===== src/rtl/multi_operand_adder_pipe.sv =====
// multi_operand_adder_pipe: NUM_IN-operand adder, one operand per stage, sticky overflow; define ADDER_SATURATE_EN to clamp overflowed results to all-ones
module multi_operand_adder_pipe #(
  parameter int WIDTH  = 8,
  parameter int NUM_IN = 4
) (
  input  logic                    clk,
  input  logic                    rst,
  input  logic [NUM_IN*WIDTH-1:0] in_data,
  input  logic                    in_valid,
  output logic                    in_ready,
  output logic [WIDTH-1:0]        out_data,
  output logic                    out_ovf,
  output logic                    out_valid,
  input  logic                    out_ready
);
  localparam int S = NUM_IN - 1;
  logic [S-1:0] vld_q, vld_d, ovf_q, ovf_d;
  logic [WIDTH-1:0] sum_q [S];
  logic [WIDTH-1:0] sum_d [S];
  logic [NUM_IN*WIDTH-1:0] rest_q [S];
  logic [NUM_IN*WIDTH-1:0] rest_d [S];
  logic adv;
  assign adv = rst && (!vld_q[S-1] || out_ready);
  assign in_ready = adv;
  genvar s;
  for (s = 0; s < S; s++) begin : g_stage
    logic [WIDTH:0] add;
    if (s == 0) begin : g_first
      assign add       = {1'b0, in_data[WIDTH-1:0]} + {1'b0, in_data[2*WIDTH-1:WIDTH]};
      assign vld_d[s]  = in_valid;
      assign ovf_d[s]  = add[WIDTH];
      assign rest_d[s] = in_data >> (2*WIDTH);
    end else begin : g_next
      assign add       = {1'b0, sum_q[s-1]} + {1'b0, rest_q[s-1][WIDTH-1:0]};
      assign vld_d[s]  = vld_q[s-1];
      assign ovf_d[s]  = ovf_q[s-1] | add[WIDTH];
      assign rest_d[s] = rest_q[s-1] >> WIDTH;
    end
    assign sum_d[s] = add[WIDTH-1:0];
  end
  // all stages shift together; a stalled output freezes the whole pipe
  always_ff @(posedge clk or negedge rst)
    if (!rst) begin
      vld_q  <= '0;
      ovf_q  <= '0;
      sum_q  <= '{default: '0};
      rest_q <= '{default: '0};
    end else if (adv) begin
      vld_q  <= vld_d;
      ovf_q  <= ovf_d;
      sum_q  <= sum_d;
      rest_q <= rest_d;
    end
  assign out_valid = vld_q[S-1];
  assign out_ovf   = ovf_q[S-1];
`ifdef ADDER_SATURATE_EN
  assign out_data = out_ovf ? '1 : sum_q[S-1];
`else
  assign out_data = sum_q[S-1];
`endif
endmodule


===== config.mk =====
export PLATFORM = sky130hd
export DESIGN_NAME = multi_operand_adder_pipe
export DESIGN_NICKNAME = d
export VERILOG_FILES = /design/src/rtl/multi_operand_adder_pipe.sv
export SDC_FILE = /design/constraint.sdc
export NUM_CORES = 1
export LEC_CHECK = 0
export CAP_MARGIN = 30
export CELL_PAD_IN_SITES_DETAIL_PLACEMENT = 0
export CELL_PAD_IN_SITES_GLOBAL_PLACEMENT = 1
export CORE_ASPECT_RATIO = 0.6
export CORE_MARGIN = 2
export CORE_UTILIZATION = 30
export CTS_CLUSTER_SIZE = 16
export DETAILED_ROUTE_END_ITERATION = 8
export PLACE_DENSITY = 0.62
export SLEW_MARGIN = 20
export SYNTH_ARGS = -nofsm -noshare
export SYNTH_HDL_FRONTEND = slang
export SYNTH_SLANG_ARGS = --single-unit

===== constraint.sdc =====
create_clock -name clk -period 3.52 [get_ports clk]
set_input_delay 0.704 -clock clk [delete_from_list [all_inputs] [get_ports clk]]
set_output_delay 0.704 -clock clk [all_outputs]
set_load 0.005 [all_outputs]

==> results of run 1 <==
-- critical path: cells and delay by family --
family / cells / cell delay, ps
AOI/OAI and AO/OA: 1 / 230
buffers and inverters: 3 / 950
-- cells by family (layout without fill, tap and decap cells) --
group | count (synthesis) | count (layout) | share of synthesized area (%)
adders and majority gates | 27 | 27 | 12.0
AOI/OAI and AO/OA | 72 | 72 | 15.3
and+or+nand+nor | 142 | 142 | 19.3
DFF | 54 | 54 | 45.1
buffers and inverters | 28 | 66 | 5.39
xor gates and xnor gates | 10 | 10 | 2.92
-- metal layers --
layer	wire (um)	global-route usage (%)	up-vias
met3	284	3.27	5
li1	-	-	1186
met5	0	0	-
met4	42	2.90	0
met1	3920	20.9	1017
met2	2210	18.1	39
-- sequential cells by signal (all words and copies together) (netlist names) --
name and flops:
rest_d 8, out_data 8, ovf_q 3, vld_q 3, rest_q 16, sum_q 16
-- synth_stat cells, drive strengths merged --
cell    count  area (um2)
nand2     111         417
dfrtp      54        1350
o21ai      37         196
ha         24         300
buf        17         120
nor2       14        52.6
inv         9        33.8
xor2        9        78.8
a211oi      8        75.1
a21oi       8        40.0
nor3        8        40.0
a31oi       5        31.3
o31ai       4        40.0
a21o        3        22.5
fa          3        60.1
nand2b      3        18.8
nor2b       3        33.8
o21bai      3        22.5
clkbuf      2        7.51
nand3       2        10.0
o211ai      2        15.0
o21a        2        15.0
or3         1        6.26
xnor2       1        8.76
-- report_power, final --
| group | total (mW) | switching [mW] | internal, mW | leakage [nW] |
|---|---|---|---|---|
| Clock | 0.556 | 0.223 | 0.333 | 0.0836 |
| Sequential | 0.934 | 0.121 | 0.813 | 0.659 |
| Combinational | 0.976 | 0.505 | 0.471 | 0.965 |
| Total | 2.47 | 0.849 | 1.62 | 1.71 |
-- through the flow --
stage | hold slack, ps | instance area, um2
floorplan | 408 | 3000
global placement | 455 | 3520
detailed placement | 457 | 3520
CTS | 477 | 3680
global route | 502 | 3680
finish | 474 | 3680
-- worst min-delay path by stage --
stage,endpoint,slack (ps),depth (start not counted),startpoint
2_1_floorplan,out_data[0],410,0,rst
3_3_place_gp,rest_q[32],450,2,rest_d[32]
3_5_place_dp,rest_q[32],460,2,rest_d[32]
4_1_cts,rest_q[32],480,2,rest_d[32]
5_1_grt,rest_d[38],500,2,rest_d[38]
6_report,rest_q[39],470,2,rest_d[39]
-- cell type report --
| cell class | instances | share of cell area [%] |
|---|---|---|
| Multi-Input combinational cell | 251 | 40.3 |
| Sequential cell | 54 | 36.7 |
| Timing Repair Buffer | 49 | 13.0 |
| Clock buffer | 5 | 3.40 |
| Tap cell | 135 | 4.59 |
| Clock inverter | 3 | 1.09 |
| Inverter | 9 | 0.918 |
==> reports/results.tsv, run 1 <==
metric	value	unit
RePlAce Congestion	0.767	
vias	2247	
crit path cell chain	clkdlybuf4s50_1 -> o21ai_4 -> inv_2 -> clkdlybuf4s50_1	
Fillers	1010	
Diodes inserted	0	
worst skew pair latency	290	ps
Die Wd	133	um
Net Count, Synth	396	
first-pass GRT wire length	11.2	mm
Gate Count Post-Synth	333	
status	finished, final reports clean	
CTS clk-pin slew, worst paths	70	ps
pwr dens	670	mW/mm2
worst-margin pin slew	715	ps
final routed DRC violation total	0	
Post-CTS Hold Buffers	0	
Avg Cell Area, Syn	9.00	um2
Yosys cell types	32	
ANT nets after route	0	
Starting Density	30.7	%
Root Buffer	clkbuf_16	
fmax	386	MHz
setup violators final	0	
vias in the first global route	2269	
synth warn	0	
P_leak	1.71	nW
clk buf depth	2	
Placeable Area	0.00977	mm2
critical path's most frequent cell	clkdlybuf4s50_1	
pin count of the biggest net entering global routing	64	
share of cells above drive strength 1	5.93	%
max-cap viol count	0	
die area	0.0108	mm2
GRT Util Overall	13.3	%
Worst Setup Start Kind	input port	
Area Growth Syn to Fin	22.8	%
Setup crit end	in_ready	
RSZ-0062 raised after global routing	no	
initial antenna violation count	0	
Worst R2R Setup Slack	1510	ps
Die H	81.4	um
DRT Pass-1 Iters	4	
Crit. End Element	output pin	
Starting DRT DRC Count	121	
cells on worst reg2reg path	8	
largest vdd supply drop	253	uV
WL per Instance	12.8	um
most frequent cells in the layout	nand2_1, dfrtp_1, clkdlybuf4s50_1	
Non-Filler Instances	506	
Worst EP arrival	1890	ps
TritonCTS buffer count	5	
Final WS setup	931	ps
Final Hold Fails	0	
Setup Crit Path Kind	in2out	
Seq cells post-synth	54	
Clock Skews	3.29	ps
Congestion Overflow GR	0	
Final Net Count	433	
final setup TNS	0	ps
Crit-path slowest cell	clkdlybuf4s50_1	
sequential area share after synthesis	45.1	%
crit path time final	2590	ps
most common cell after layout, fill and taps aside	nand2_1	
multi-input logic area	0.00148	mm2
Port Buffer Count	46	
HPWL Detailed	4.54	mm
CP max FO	2	
setup slack at placement	707	ps
CP Launch Point	out_ready	
postcts setup bufs	0	
total power	2.47	mW
FF/Latch Area	0.00135	mm2
post-CTS resize count	0	
Largest stage delay, worst path	450	ps
vias per cell	4.44	
FF-to-FF Start	sum_q[8]	
end-of-flow core utilization	37.7	%
Slew Limit Fails	0	
Worst R2R End	out_data[6]	
CTS tree	yes	
placed cell count	498	
Worst EP required	2820	ps
final period utilization	73.6	%
io pins	47	
std cell rows	28	
Worst Hold Class	reg2reg	
CTS H-Tree Depth	2	
Mapped Area	0.00300	mm2
routed wire length	6.45	mm
Rel. slew slack	52.3	%
clock sink count	54	
No activity file was read; power rests on OpenSTA's default activity.
==> inputs of run 2 (changes only) <==
--- a/config.mk
+++ b/config.mk
@@ -13,7 +13,7 @@
 export CORE_UTILIZATION = 30
 export CTS_CLUSTER_SIZE = 16
 export DETAILED_ROUTE_END_ITERATION = 8
-export PLACE_DENSITY = 0.62
+export PLACE_DENSITY = 0.64
 export SLEW_MARGIN = 20
 export SYNTH_ARGS = -nofsm -noshare
 export SYNTH_HDL_FRONTEND = slang
==> constraint.sdc (replaced) <==
create_clock -name clk -period 2.1 [get_ports clk]
set_input_delay 0.42 -clock clk [delete_from_list [all_inputs] [get_ports clk]]
set_output_delay 0.42 -clock clk [all_outputs]
set_load 0.005 [all_outputs]
==> run 2 against run 1 <==
Compared with the run above: utilization rose by 0.78 points; count of clock-buffer cells in the layout rose by 1; final cell count rose by 1.4%; clock power rose by 54%; critical path depth did not move; largest cell class unchanged; largest power group unchanged.
==> reports/results.tsv, run 2 (synthesis results as in run 1) <==
metric	value	unit
status	finished, final reports clean	
setup violators final	0	
cell family with most CP delay	buffers and inverters	
setup slack at placement	-338	ps
worst-margin pin slew	700	ps
vias in the first global route	2245	
Worst EP required	1680	ps
fmax	498	MHz
Post-CTS Hold Buffers	0	
DRT Pass-1 Iters	4	
RSZ-0062 raised after global routing	no	
Die Wd	133	um
share of cells above drive strength 1	8.73	%
TritonCTS buffer count	5	
Congestion Overflow GR	0	
vias per cell	4.39	
std cell rows	28	
critical path's most frequent cell	clkdlybuf4s50_1	
CTS clk-pin slew, worst paths	70	ps
pwr dens	1090	mW/mm2
pin count of the biggest net entering global routing	55	
RePlAce Congestion	0.790	
initial antenna violation count	0	
end-of-flow core utilization	38.4	%
most common cell after layout, fill and taps aside	nand2_1	
Final Hold Fails	0	
Rel. slew slack	53.3	%
Crit. End Element	output pin	
vias	2253	
Clock Skews	8.84	ps
HPWL Detailed	4.91	mm
final period utilization	95.7	%
Diodes inserted	0	
Die H	81.4	um
Fillers	1018	
Worst EP arrival	1590	ps
Setup Crit Path Kind	in2out	
Slew Limit Fails	0	
Final WS setup	90.0	ps
io pins	47	
CTS tree	yes	
clk buf depth	2	
final routed DRC violation total	0	
Top Registers	rest_q (16), sum_q (16)	
most frequent cells in the layout	nand2_1, dfrtp_1, clkdlybuf4s50_1	
ANT nets after route	0	
routed wire length	6.67	mm
first-pass GRT wire length	11.6	mm
Port Buffer Count	46	
CP max FO	2	
worst skew pair latency	300	ps
largest vdd supply drop	404	uV
Placeable Area	0.00977	mm2
Worst Hold Class	in2async	
Placement Cell Area	0.00358	mm2
crit path time final	2010	ps
Hold Slack	322	ps
Starting DRT DRC Count	106	
Largest stage delay, worst path	450	ps
design area	0.00376	mm2
clock sink count	54	
final setup TNS	0	ps
max-cap viol count	0	
WL per Instance	13.0	um
GRT Util Overall	13.8	%
Area Growth Syn to Fin	25.4	%
crit path cell chain	clkdlybuf4s50_1 -> o21ai_4 -> inv_2 -> clkdlybuf4s50_1	
Buf+Inv Stages, Crit Path	3	
die area	0.0108	mm2
Root Buffer	clkbuf_16	
Crit-path slowest cell	clkdlybuf4s50_1	
Final Net Count	440	
P_leak	1.74	nW
postcts setup bufs	0	
Worst Setup Start Kind	input port	
CTS H-Tree Depth	2	
Starting Density	30.7	%
## run 2: report_power, final
part	internal, mW	switching, mW	total, mW
logic	0.816	0.872	1.69
clock network	0.479	0.380	0.859
registers	1.36	0.203	1.57
total	2.66	1.46	4.11
## run 2: path summary, 6_finish.rpt
kind,from,to,slack (ps),cells after the start
worst max-delay path,out_ready,in_ready,90,4
worst min register to register,rest_d[37],rest_q[37],470,2
min in group clk,rest_d[37],rest_q[37],470,2
worst min-delay path,rst,rest_q[39],320,2
max in group asynchronous,rst,rest_d[35],1320,2
worst max register to register,sum_q[8],out_data[6],110,8
## run 2: through the flow
stage	instances	power [mW]
after global routing	513	4.50
after floorplan	333	2.77
final	513	4.11
after detailed placement	505	3.28
after CTS	513	4.17
after global placement	505	3.25
## run 2: worst register-to-register path, stage by stage (launching register included)
cell      delay, ps
dfrtp_1         380
ha_1            270
inv_1           100
fa_1            250
nor2b_4          60
o31ai_2         320
nand2b_1        100
a211oi_1        280
o31ai_1         110
## run 2: layer usage
metal | wire length [um] | global-route usage (%) | up-vias
met5 | 0 | 0 | -
met4 | 29 | 3.87 | 0
met3 | 260 | 3.58 | 2
met2 | 2320 | 18.1 | 39
met1 | 4060 | 21.7 | 1011
li1 | - | - | 1201
## run 2: final cells by class
| cell class | count | area, um2 | share of cell area [%] |
|---|---|---|---|
| Multi-Input combinational cell | 251 | 1510 | 40.1 |
| Clock inverter | 2 | 16.3 | 0.433 |
| Inverter | 9 | 33.8 | 0.899 |
| Tap cell | 135 | 169 | 4.50 |
| Clock buffer | 6 | 139 | 3.70 |
| Timing Repair Buffer | 56 | 543 | 14.5 |
| Sequential cell | 54 | 1350 | 36.0 |
## run 2: timing repair
item | in CTS | in global routing
pin swaps | 0 | 2
setup endpoints to repair | 1 | 3
resized for setup | 1 | 4
==> inputs of run 3 (changes only) <==
--- a/config.mk
+++ b/config.mk
@@ -10,10 +10,10 @@
 export CELL_PAD_IN_SITES_GLOBAL_PLACEMENT = 1
 export CORE_ASPECT_RATIO = 0.6
 export CORE_MARGIN = 2
-export CORE_UTILIZATION = 30
+export CORE_UTILIZATION = 41
 export CTS_CLUSTER_SIZE = 16
 export DETAILED_ROUTE_END_ITERATION = 8
-export PLACE_DENSITY = 0.64
+export PLACE_DENSITY = 0.8
 export SLEW_MARGIN = 20
 export SYNTH_ARGS = -nofsm -noshare
 export SYNTH_HDL_FRONTEND = slang
==> constraint.sdc (replaced) <==
create_clock -name clk -period 2.3 [get_ports clk]
set_input_delay 0.46 -clock clk [delete_from_list [all_inputs] [get_ports clk]]
set_output_delay 0.46 -clock clk [all_outputs]
set_load 0.005 [all_outputs]
==> run 3 against run 2 <==
Compared with the run above: non-clock buffer count down 4; sequential power fell by 9.6%; worst hold slack improved by 29 ps; global-route usage increased by 2.8 points; sequential share of layout area rose by 0.93 points; clock skew down 4.7 ps; first-iteration DRC count increased by 21%; wire length is 8.3% lower; count of clock-buffer cells in the layout is the same.
==> reports/results.tsv, run 3 (synthesis results as in run 1) <==
metric	value	unit
CP max FO	2	
final setup TNS	0	ps
most common cell after layout, fill and taps aside	nand2_1	
Port Buffer Count	46	
Final WS setup	125	ps
std cell rows	24	
Worst Setup Start Kind	input port	
Root Buffer	clkbuf_16	
pin count of the biggest net entering global routing	64	
final period utilization	94.6	%
Worst EP arrival	2350	ps
pwr dens	1030	mW/mm2
Post-CTS Hold Buffers	0	
Diodes inserted	0	
FF-to-FF Start	sum_q[8]	
Worst R2R Setup Slack	370	ps
initial antenna violation count	0	
status	finished, final reports clean	
clk buf depth	2	
vias	2265	
setup violators final	0	
first-pass GRT wire length	10.4	mm
Fillers	700	
P_leak	1.72	nW
max-cap viol count	0	
most frequent cells in the layout	nand2_1, dfrtp_1, clkdlybuf4s50_1	
io pins	47	
crit path time final	2180	ps
Worst R2R End	out_data[6]	
Crit. End Element	flip-flop	
Slew Limit Fails	0	
die area	0.00803	mm2
Die H	70.2	um
Starting DRT DRC Count	128	
Hold Slack	352	ps
end-of-flow core utilization	51.0	%
worst-margin pin slew	687	ps
TritonCTS buffer count	5	
GRT Util Overall	16.6	%
RePlAce Congestion	0.733	
routed wire length	6.12	mm
CTS tree	yes	
Placeable Area	0.00718	mm2
Clock Skews	4.15	ps
vias per cell	4.87	
Worst Hold Class	in2async	
HPWL Detailed	4.37	mm
final routed DRC violation total	0	
fmax	460	MHz
CTS H-Tree Depth	2	
Rel. slew slack	54.2	%
worst skew pair latency	300	ps
Die Wd	114	um
Congestion Overflow GR	0	
clock sink count	54	
CTS clk-pin slew, worst paths	70	ps
Worst EP required	2480	ps
DRT Pass-1 Iters	4	
cells on worst reg2reg path	8	
total power	3.78	mW
Starting Density	41.8	%
RSZ-0062 raised after global routing	no	
largest vdd supply drop	313	uV
Final Hold Fails	0	
setup slack at placement	-174	ps
post-CTS resize count	0	
postcts setup bufs	0	
vias in the first global route	2282	
Setup Crit Path Kind	in2reg	
ANT nets after route	0	
Area Growth Syn to Fin	22.2	%
Top Registers	rest_q (16), sum_q (16)	
WL per Instance	13.2	um
share of cells above drive strength 1	6.42	%
Final Net Count	436	
[run 3: metal layers]
metal | track usage, % | up-vias | wire [um]
li1 | - | 1190 | -
met1 | 24.6 | 1028 | 3400
met2 | 24.1 | 39 | 2360
met3 | 3.99 | 8 | 290
met4 | 4.88 | 0 | 66
met5 | 0 | - | 0
[run 3: per-stage QoR]
step	instances	cell area, um2
floorplan	333	3000
global placement	457	3500
detailed placement	457	3500
CTS	465	3660
global route	465	3660
finish	465	3660
[run 3: report_power, final]
part | internal (mW) | total [mW] | switching, mW | leakage (nW)
Sequential | 1.24 | 1.42 | 0.173 | 0.659
Combinational | 0.729 | 1.50 | 0.772 | 0.984
Clock | 0.515 | 0.860 | 0.345 | 0.0771
[run 3: final cells by class]
cell class,count,area [um2],area share (%)
clock inverter,2,37.5,1.02
sequential,54,1350,36.9
inverter,9,33.8,0.922
clock buffer,6,129,3.52
multi-input combinational,251,1480,40.5
tap,91,114,3.11
timing repair buffer,52,513,14.0
[run 3: how the worst max path moves through the flow]
stage	endpoint	from	slack (ps)	cells past startpoint
after floorplan	sum_q[22]	in_data[0]	360	7
after global placement	sum_q[22]	in_data[0]	-120	8
after detailed placement	sum_q[22]	in_data[0]	-170	8
after CTS	sum_q[22]	in_data[0]	140	8
after global routing	sum_q[22]	in_data[0]	60	8
final	sum_q[22]	in_data[0]	120	8
[run 3: worst max-delay path: stages]
cell,delay (ps)
clkdlybuf4s50_1,410
ha_1,230
fa_1,380
a21oi_1,270
o211ai_1,150
a21oi_1,220
xor2_1,160
o21ai_1,70
